**src/rtl/sample_packer.sv**
```systemverilog
// sample_packer: packs SAMPLE_WIDTH-bit samples into BUS_WIDTH-bit bus words.
// Optional internal ramp source is built only with PACKER_TESTPATTERN_EN.
module sample_packer #(
   parameter int SAMPLE_WIDTH = 10,
   parameter int BUS_WIDTH    = 16
) (
   input  logic                    clock,
   input  logic                    reset,
   input  logic                    mode,
   input  logic [SAMPLE_WIDTH-1:0] sampleIn,
   input  logic                    sampleValid,
   output logic                    sampleReady,
   input  logic                    flush,
   output logic                    flushDone,
   input  logic                    testMode,
   output logic [BUS_WIDTH-1:0]    wordOut,
   output logic                    wordValid,
   input  logic                    wordReady,
   output logic                    overflow
);
   localparam int ACC_W = BUS_WIDTH + SAMPLE_WIDTH - 1;
   localparam int CW    = $clog2(ACC_W + BUS_WIDTH + 1);
   localparam logic [CW-1:0] L_BW  = CW'(BUS_WIDTH);
   localparam logic [CW-1:0] L_SW  = CW'(SAMPLE_WIDTH);
   localparam logic [CW-1:0] L_ACC = CW'(ACC_W);

   typedef enum logic [1:0] {
      IDLE,
      RUN,
      FLUSH
   } state_t;

   state_t                  r_state, w_state;
   logic [ACC_W-1:0]        r_acc, w_acc;
   logic [CW-1:0]           r_cnt, w_cnt;
   logic                    r_mode, w_mode;
   logic [BUS_WIDTH-1:0]    r_word, w_word;
   logic                    r_wvalid, w_wvalid;
   logic                    r_ovf, w_ovf;
   logic                    r_done, w_done;
   logic [SAMPLE_WIDTH-1:0] w_sample;
   logic                    w_free, w_e0, w_e1, w_take;
   logic [ACC_W-1:0]        w_acc_e, w_cat;
   logic [CW-1:0]           w_cnt_e, w_tot;

`ifdef PACKER_TESTPATTERN_EN
   logic [SAMPLE_WIDTH-1:0] r_ramp;

   always_ff @(posedge clock or posedge reset) begin
      if (reset)
         r_ramp <= '0;
      else if (w_take)
         r_ramp <= r_ramp + SAMPLE_WIDTH'(1);
   end

   assign w_sample = testMode ? r_ramp : sampleIn;
`else
   logic w_unused;
   assign w_unused = testMode;
   assign w_sample = sampleIn;
`endif

   // Drain a stored full word first, then merge the new sample; if no
   // stored word went out, the merged bits may form this cycle's word.
   always_comb begin
      w_state  = r_state;
      w_mode   = (r_state == IDLE) ? mode : r_mode;
      w_done   = 1'b0;
      w_free   = !r_wvalid || wordReady;
      w_e0     = (r_cnt >= L_BW) && w_free;
      w_acc_e  = w_e0 ? (r_acc >> BUS_WIDTH) : r_acc;
      w_cnt_e  = w_e0 ? (r_cnt - L_BW) : r_cnt;
      sampleReady = !reset && (r_state != FLUSH) &&
                    (w_cnt_e + L_SW <= L_ACC);
      w_take   = sampleValid && sampleReady;
      w_cat    = w_acc_e;
      w_tot    = w_cnt_e;
      if (w_take) begin
         w_cat = w_acc_e | (ACC_W'(w_sample) << w_cnt_e);
         w_tot = w_cnt_e + (w_mode ? L_SW : L_BW);
      end
      w_e1 = !w_e0 && w_free &&
             ((w_tot >= L_BW) ||
              ((r_state == FLUSH) && (w_tot != '0)));
      w_acc    = w_cat;
      w_cnt    = w_tot;
      w_word   = r_word;
      w_wvalid = r_wvalid && !wordReady;
      if (w_e0) begin
         w_word   = r_acc[BUS_WIDTH-1:0];
         w_wvalid = 1'b1;
      end
      if (w_e1) begin
         w_word   = w_cat[BUS_WIDTH-1:0];
         w_wvalid = 1'b1;
         w_acc    = w_cat >> BUS_WIDTH;
         w_cnt    = (w_tot >= L_BW) ? (w_tot - L_BW) : '0;
      end
      w_ovf = r_ovf ||
              ((r_state == RUN) && sampleValid && !sampleReady);
      unique case (r_state)
         IDLE: begin
            if (w_take && flush)
               w_state = FLUSH;
            else if (w_take)
               w_state = RUN;
            else if (flush)
               w_done = 1'b1;
         end
         RUN: begin
            if (flush)
               w_state = FLUSH;
         end
         FLUSH: begin
            if ((r_cnt == '0) && w_free) begin
               w_done  = 1'b1;
               w_cnt   = '0;
               w_state = IDLE;
            end
         end
         default: w_state = IDLE;
      endcase
   end

   always_ff @(posedge clock or posedge reset) begin
      if (reset) begin
         r_state  <= IDLE;
         r_acc    <= '0;
         r_cnt    <= '0;
         r_mode   <= 1'b0;
         r_word   <= '0;
         r_wvalid <= 1'b0;
         r_ovf    <= 1'b0;
         r_done   <= 1'b0;
      end else begin
         r_state  <= w_state;
         r_acc    <= w_acc;
         r_cnt    <= w_cnt;
         r_mode   <= w_mode;
         r_word   <= w_word;
         r_wvalid <= w_wvalid;
         r_ovf    <= w_ovf;
         r_done   <= w_done;
      end
   end

   assign wordOut   = r_word;
   assign wordValid = r_wvalid;
   assign overflow  = r_ovf;
   assign flushDone = r_done;

endmodule

```
**config.mk**
```make
export PLATFORM = sky130hd
export DESIGN_NAME = sample_packer
export DESIGN_NICKNAME = d
export VERILOG_FILES = /design/src/rtl/sample_packer.sv
export SDC_FILE = /design/constraint.sdc
export NUM_CORES = 1
export LEC_CHECK = 0
export ABC_AREA = 0
export CAP_MARGIN = 20
export CORE_MARGIN = 4
export CORE_UTILIZATION = 52
export CTS_CLUSTER_SIZE = 16
export DETAILED_ROUTE_END_ITERATION = 10
export HOLD_SLACK_MARGIN = 0.15
export PLACE_DENSITY = 0.87
export SYNTH_ARGS = -nofsm -noshare
export SYNTH_HDL_FRONTEND = slang
export SYNTH_SLANG_ARGS = --single-unit
```
**constraint.sdc**
```tcl
create_clock -name clock -period 3.2 [get_ports clock]
set_input_delay 0.64 -clock clock [delete_from_list [all_inputs] [get_ports clock]]
set_output_delay 0.64 -clock clock [all_outputs]
set_load 0.1 [all_outputs]
```
Word-level counts from Yosys, hierarchy flattened
Cells that the tools add are included.
{"block": "totals", "regBits": 53, "input_bits": 17, "out_inout_bits": 20, "word_cells": 73}
{"block": "classes", "addsub": 4, "n_lt_le_gt_ge": 3, "eq_ne": 6, "shifts": 1, "mux": 25, "n_bitwise": 1, "n_reduce_logical": 25}
{"operator": "$mux 25", "count": 3}
{"operator": "$mux 6", "count": 6}
{"operator": "$mux 16", "count": 2}
{"operator": "$or 25x25->25", "count": 1}
{"operator": "$shl 10x6->25", "count": 1}
{"operator": "$ge 6x5->1 const B", "count": 2}
{"operator": "$logic_and 1x1->1", "count": 12}
{"operator": "$sub 6x5->6 const B", "count": 2}
{"operator": "$mux 2", "count": 4}
{"operator": "$mux 1", "count": 7}
{"operator": "$add 6x4->6 const B", "count": 1}
{"operator": "$add 6x5->6", "count": 1}
{"operator": "$le 6x5->1 const B", "count": 1}
{"operator": "$logic_not 6->1", "count": 1}
{"operator": "$pmux 2 s3", "count": 1}
{"operator": "$reduce_bool 6->1", "count": 1}
{"operator": "$logic_not 1->1", "count": 5}
{"operator": "$mux 5", "count": 1}
{"operator": "$ne 2x2->1 const B", "count": 2}
{"operator": "$logic_or 1x1->1", "count": 3}
{"operator": "$ne 3x2->1 const B", "count": 1}
{"operator": "$reduce_and 3->1", "count": 1}
{"operator": "$eq 2x1->1 const B", "count": 1}
{"operator": "$eq 2x2->1 const B", "count": 1}
{"operator": "4 further kinds", "count": 4}

Longest topological paths before layout
{"block": "logic_depth", "ltp_word": 16, "depth_mapped": 16, "ltp_nobuf": 13}

Least setup slack after synthesis
No wires, ideal clock.
{"block": "synth_timing", "path_kind": "flip-flop to output port", "from": "reg r_wvalid, in the netlist wordValid", "to": "out sampleReady", "arrival_ns": 4.181, "t_required_ns": 2.560, "setup_slack_ns": -1.621, "stages_incl_launch_ff": 8, "path_buffers": 2, "cell_sequence": "dfrtp_1 > nor2b_1 > buf_4 > o21ai_1 > a311oi_2 > o311ai_2 > buf_6 > nor3_1"}
{"block": "synth_between", "elab_chain_len": 7}
{"item": "start: declaration", "line": "38", "text": "logic r_wvalid, w_wvalid;"}
{"item": "start signal: assignment", "line": "141", "text": "r_wvalid <= w_wvalid;"}
{"item": "$logic_not 1->1", "line": "69", "text": "w_free = !r_wvalid || wordReady;"}
{"item": "$logic_or 1x1->1", "line": "69"}
{"item": "$logic_and 1x1->1", "line": "70", "text": "w_e0 = (r_cnt >= L_BW) && w_free;"}
{"item": "$mux 6", "line": "72", "text": "w_cnt_e = w_e0 ? (r_cnt - L_BW) : r_cnt;"}
{"item": "$add 6x4->6", "line": "74", "text": "(w_cnt_e + L_SW <= L_ACC);"}
{"item": "$le 6x5->1", "line": "74"}
{"item": "$logic_and 1x1->1", "line": "73", "text": "sampleReady = !reset && (r_state != FLUSH) &&"}
{"item": "end: declaration", "line": "12", "text": "output logic sampleReady,"}
No other way between the ends.

Final worst setup path
{"block": "layout_timing", "from": "reg r_cnt[5]", "to": "out sampleReady"}
{"block": "layout_between", "elab_chain_len": 6, "word_cells_on_any_way": 7, "classes_between": "add/sub (2); order compare (2); mux (1); reduce/logical (2)"}
{"item": "start: declaration", "line": "35", "text": "logic [CW-1:0] r_cnt, w_cnt;"}
{"item": "start signal: assignment", "line": "138", "text": "r_cnt <= w_cnt;"}
{"item": "$ge 6x5->1", "line": "70"}
{"item": "$logic_and 1x1->1", "line": "70"}
{"item": "$mux 6 (*)", "line": "72"}
{"item": "$add 6x4->6 (*)", "line": "74"}
{"item": "$le 6x5->1 (*)", "line": "74"}
{"item": "$logic_and 1x1->1 (*)", "line": "73"}
Mark *: on every way between the ends. The rest lies on a longest branch, timed or not.

==> flow_metrics.env <==
export IMPL_r2r_end="wordOut[7]$_DFFE_PP0P_"
export IMPL_synth_area_mm2=0.00374
export IMPL_slowest_delay_ns=0.43
export IMPL_cpMaxStageDelayCell="a311oi_4"
export IMPL_avgSynthCellArea_um2=9.57
export IMPL_clk_latency_ns=0.33
export IMPL_fp_dieW_um=92.8
export IMPL_grt_pass1_wl_um=17900
export IMPL_outcome="finished clean"
export IMPL_overflow=0
export IMPL_clk_pin_slew_worst_paths_ns=0.12
export IMPL_clock_skew_ns=0.0145
export IMPL_hold_path_end="overflow$_DFF_PP0_"
export IMPL_grt_use_total=0.259
export IMPL_cp_cell_sequence="inv_1 -> ha_2 -> o21ai_0 -> nand4_1 -> a311oi_4 -> o311ai_4 -> nor3_4 -> buf_12"
export IMPL_postRouteAntennaNets=0
export IMPL_cts_tree="done"
export IMPL_critical_path_required_ns=2.56
export IMPL_hold_viol=0
export IMPL_async_flop_share=1.00
export IMPL_path_delay_family="compound AO/OA/AOI/OAI gates"
export IMPL_comb_power_share=0.730
export IMPL_yosysWarnings=0
export IMPL_die_area_mm2=0.00862
export IMPL_drtPass1Iterations=5
export IMPL_rows=30
export IMPL_crit_path_start_kind="flip-flop"
export IMPL_slew_headroom=0.470
export IMPL_reg2reg_from="r_state[1]$_DFFE_PP0P_"
export IMPL_cts_sinks=53
export IMPL_crit_fanout=4
export IMPL_nets=491
export IMPL_core_area_mm2=0.00691
export IMPL_setup_viol=0
export IMPL_drtIter0Drc=372
export IMPL_io_pins=37
export IMPL_power_density_mw_per_mm2=1130
export IMPL_ctsHoldBuffers=0
export IMPL_numCtsBuffers=5
export IMPL_worst_slew_pin_transition_ns=0.795
export IMPL_drc=0
export IMPL_clock_path_buffers=2
export IMPL_crit_path_end_kind="output pin"
export IMPL_synth_cell_type_count=74
export IMPL_wl_per_cell_um=20.3
export IMPL_seqPwrFrac=0.189
export IMPL_dp_hpwl_um=7700
export IMPL_p_sw_w=0.00290
export IMPL_vias_per_cell=6.61
export IMPL_grt_antenna_before_repair=0
export IMPL_internal_power_w=0.00248
export IMPL_first_global_vias=3704
export IMPL_swShare=0.539
export IMPL_syn2layout_area_growth_pct=27.2
export IMPL_min_from="overflow$_DFF_PP0_"
export IMPL_syn_inst=391
export IMPL_syn_num_nets=414
export IMPL_power_frac_clock=0.081
export IMPL_vias=3737
export IMPL_whs_ns=0.491
export IMPL_htreeDepth=2
export IMPL_ys_seq_area_frac=0.355
export IMPL_num_antenna_cells=0
export IMPL_die_height_um=92.8
export IMPL_ir_drop_uv=671
export IMPL_report_final_slew_viol_count=0
export IMPL_gp_congestion=0.972
export IMPL_reg2reg_slack_ns=0.12
export IMPL_hold_depth=2
export IMPL_crit_arrival_ns=2.44
export IMPL_fin_crit_ns=3.08
export IMPL_worstPathBufferInverterCount=2
export IMPL_clock_fmax_mhz=324
export IMPL_drive_above_1_share=0.307
export IMPL_critPathLaunch="r_cnt[5]$_DFF_PP0_"
export IMPL_routed_wirelength_um=11500
export IMPL_min_path_type="flip-flop to flip-flop"
export IMPL_leakage_nw=2.10
export IMPL_start_util=0.542
export IMPL_ys_flop_type="dfrtp_1"
export IMPL_ff2ff_path_depth=14
export IMPL_critPathKind="flip-flop to output pin"
export IMPL_grt_max_degree=32
export IMPL_fillers=528
export IMPL_cts_root_buffer="clkbuf_8"
export IMPL_maxCapViolations=0
export IMPL_tns_ns=0
export IMPL_portBuffers=35
export IMPL_ys_ff_latch=53
export IMPL_synth_edf_count=0
export IMPL_fin_crit_sh=0.964
-- cell usage after synthesis (4+ instances only) --
library cell / instances / area (µm²)
a211oi_1: 5 / 37.5
a21oi_1: 17 / 85.1
a22oi_1: 5 / 37.5
a41oi_1: 7 / 61.3
and2_1: 7 / 43.8
and4b_1: 4 / 40.0
buf_2: 9 / 45.0
buf_4: 4 / 30.0
clkbuf_1: 8 / 30.0
dfrtp_1: 53 / 1330
ha_1: 6 / 75.1
inv_1: 10 / 37.5
mux2_2: 9 / 101
mux2i_1: 27 / 270
mux4_2: 4 / 90.1
nand2_1: 35 / 131
nand2b_1: 4 / 25.0
nand3_1: 15 / 75.1
nand4_1: 4 / 25.0
nor2_1: 21 / 78.8
nor2b_1: 7 / 43.8
nor3_1: 9 / 45.0
o21ai_0: 11 / 55.1
o22a_1: 7 / 61.3
o22ai_1: 14 / 87.6
o31ai_1: 4 / 30.0
or3_1: 9 / 56.3
-- cells by family after synthesis --
logic type               Yosys count  synth area share
AO/OA/AOI/OAI                    110             0.229
XOR/XNOR                           3           0.00702
AND/OR/NAND/NOR                  138             0.207
buffers and inverters             39            0.0522
flip-flops                        53             0.355
multiplexers                      42             0.129
adder cells (fa/ha/maj)            6            0.0201
-- worst max path at each step --
stage	end	slack [ns]	depth (start not counted)
after detailed placement	r_acc[5]$_DFF_PP0_	-0.34	15
after CTS	r_acc[2]$_DFF_PP0_	0.02	14
final	sampleReady	0.12	8
after global placement	r_acc[7]$_DFF_PP0_	-0.23	9
after global routing	wordOut[7]$_DFFE_PP0P_	-0.02	14
after floorplan	wordOut[0]$_DFFE_PP0P_	-0.01	14
-- worst reg2reg max path, stage by stage, from the launching register on --
cell,delay [ns]
dfrtp_1,0.41
nor2_2,0.14
mux2i_2,0.28
buf_4,0.16
buf_4,0.10
buf_4,0.12
ha_4,0.20
buf_4,0.13
xnor2_1,0.26
a211oi_2,0.08
buf_4,0.17
and4_4,0.19
a311oi_4,0.41
buf_12,0.18
o221a_1,0.19
-- power groups by stage --
stage | sequential [W] | clock, W | combinational, W
floorplan | 0.00174 | 0 | 0.00183
global placement | 0.00100 | 0 | 0.00345
detailed placement | 0.00102 | 0 | 0.00352
CTS | 0.00100 | 0.000433 | 0.00363
global route | 0.00104 | 0.000458 | 0.00413
finish | 0.00102 | 0.000436 | 0.00392
-- cell usage in the layout, fill, tap and decap left out, types with 8 or more instances in the layout --
| cell type | count |
|---|---|
| mux2_2 | 9 |
| buf_4 | 71 |
| o21ai_0 | 11 |
| nor3_1 | 8 |
| a21oi_1 | 17 |
| o22ai_1 | 14 |
| nand2_1 | 35 |
| dfrtp_1 | 52 |
| or3_1 | 9 |
| nor2_1 | 20 |
| nand3_1 | 14 |
| clkdlybuf4s50_1 | 13 |
| mux2i_1 | 26 |
-- metal layers --
layer | GRT usage | vias to the layer above | part of all wire
met4 | 0.155 | 0 | 0.059
li1 | - | 1646 | -
met3 | 0.0487 | 86 | 0.084
met5 | 0 | - | 0
met2 | 0.418 | 245 | 0.47
met1 | 0.323 | 1760 | 0.39
-- stage by stage --
stage	cells	setup WS, ns	util	power (W)	cell area (µm²)
final	565	0.116	0.689	0.00538	4760
after global routing	565	-0.0177	0.689	0.00563	4760
after CTS	559	0.0156	0.667	0.00507	4600
after detailed placement	546	-0.341	0.641	0.00453	4430
after global placement	546	-0.233	0.641	0.00445	4430
after floorplan	391	-0.0109	-	0.00357	3750
-- what timing repair did --
item	4_1_cts	5_1_grt
setup buffers	5	3
setup endpoints to repair	7	43
cloned	0	3
gates resized for setup	8	21
pin swaps	3	8
-- area by class of cell --
class | instances | area, µm² | area share
multi-input cells | 299 | 2350 | 0.494
well taps | 96 | 120 | 0.0252
repair buffers | 96 | 816 | 0.171
flip-flops and latches | 53 | 1330 | 0.279
clock inverters | 3 | 28.8 | 0.00605
inverters | 13 | 48.8 | 0.0103
clock buffers | 5 | 68.8 | 0.0145
-- state kept, by name, summed over array words and instances, names as in the netlist --
signal	count
r_cnt	6
r_state	2
wordOut	16
r_acc	25
overflow	1
r_mode	1
flushDone	1
wordValid	1
Note: power is estimated with default switching activity, not from simulation.
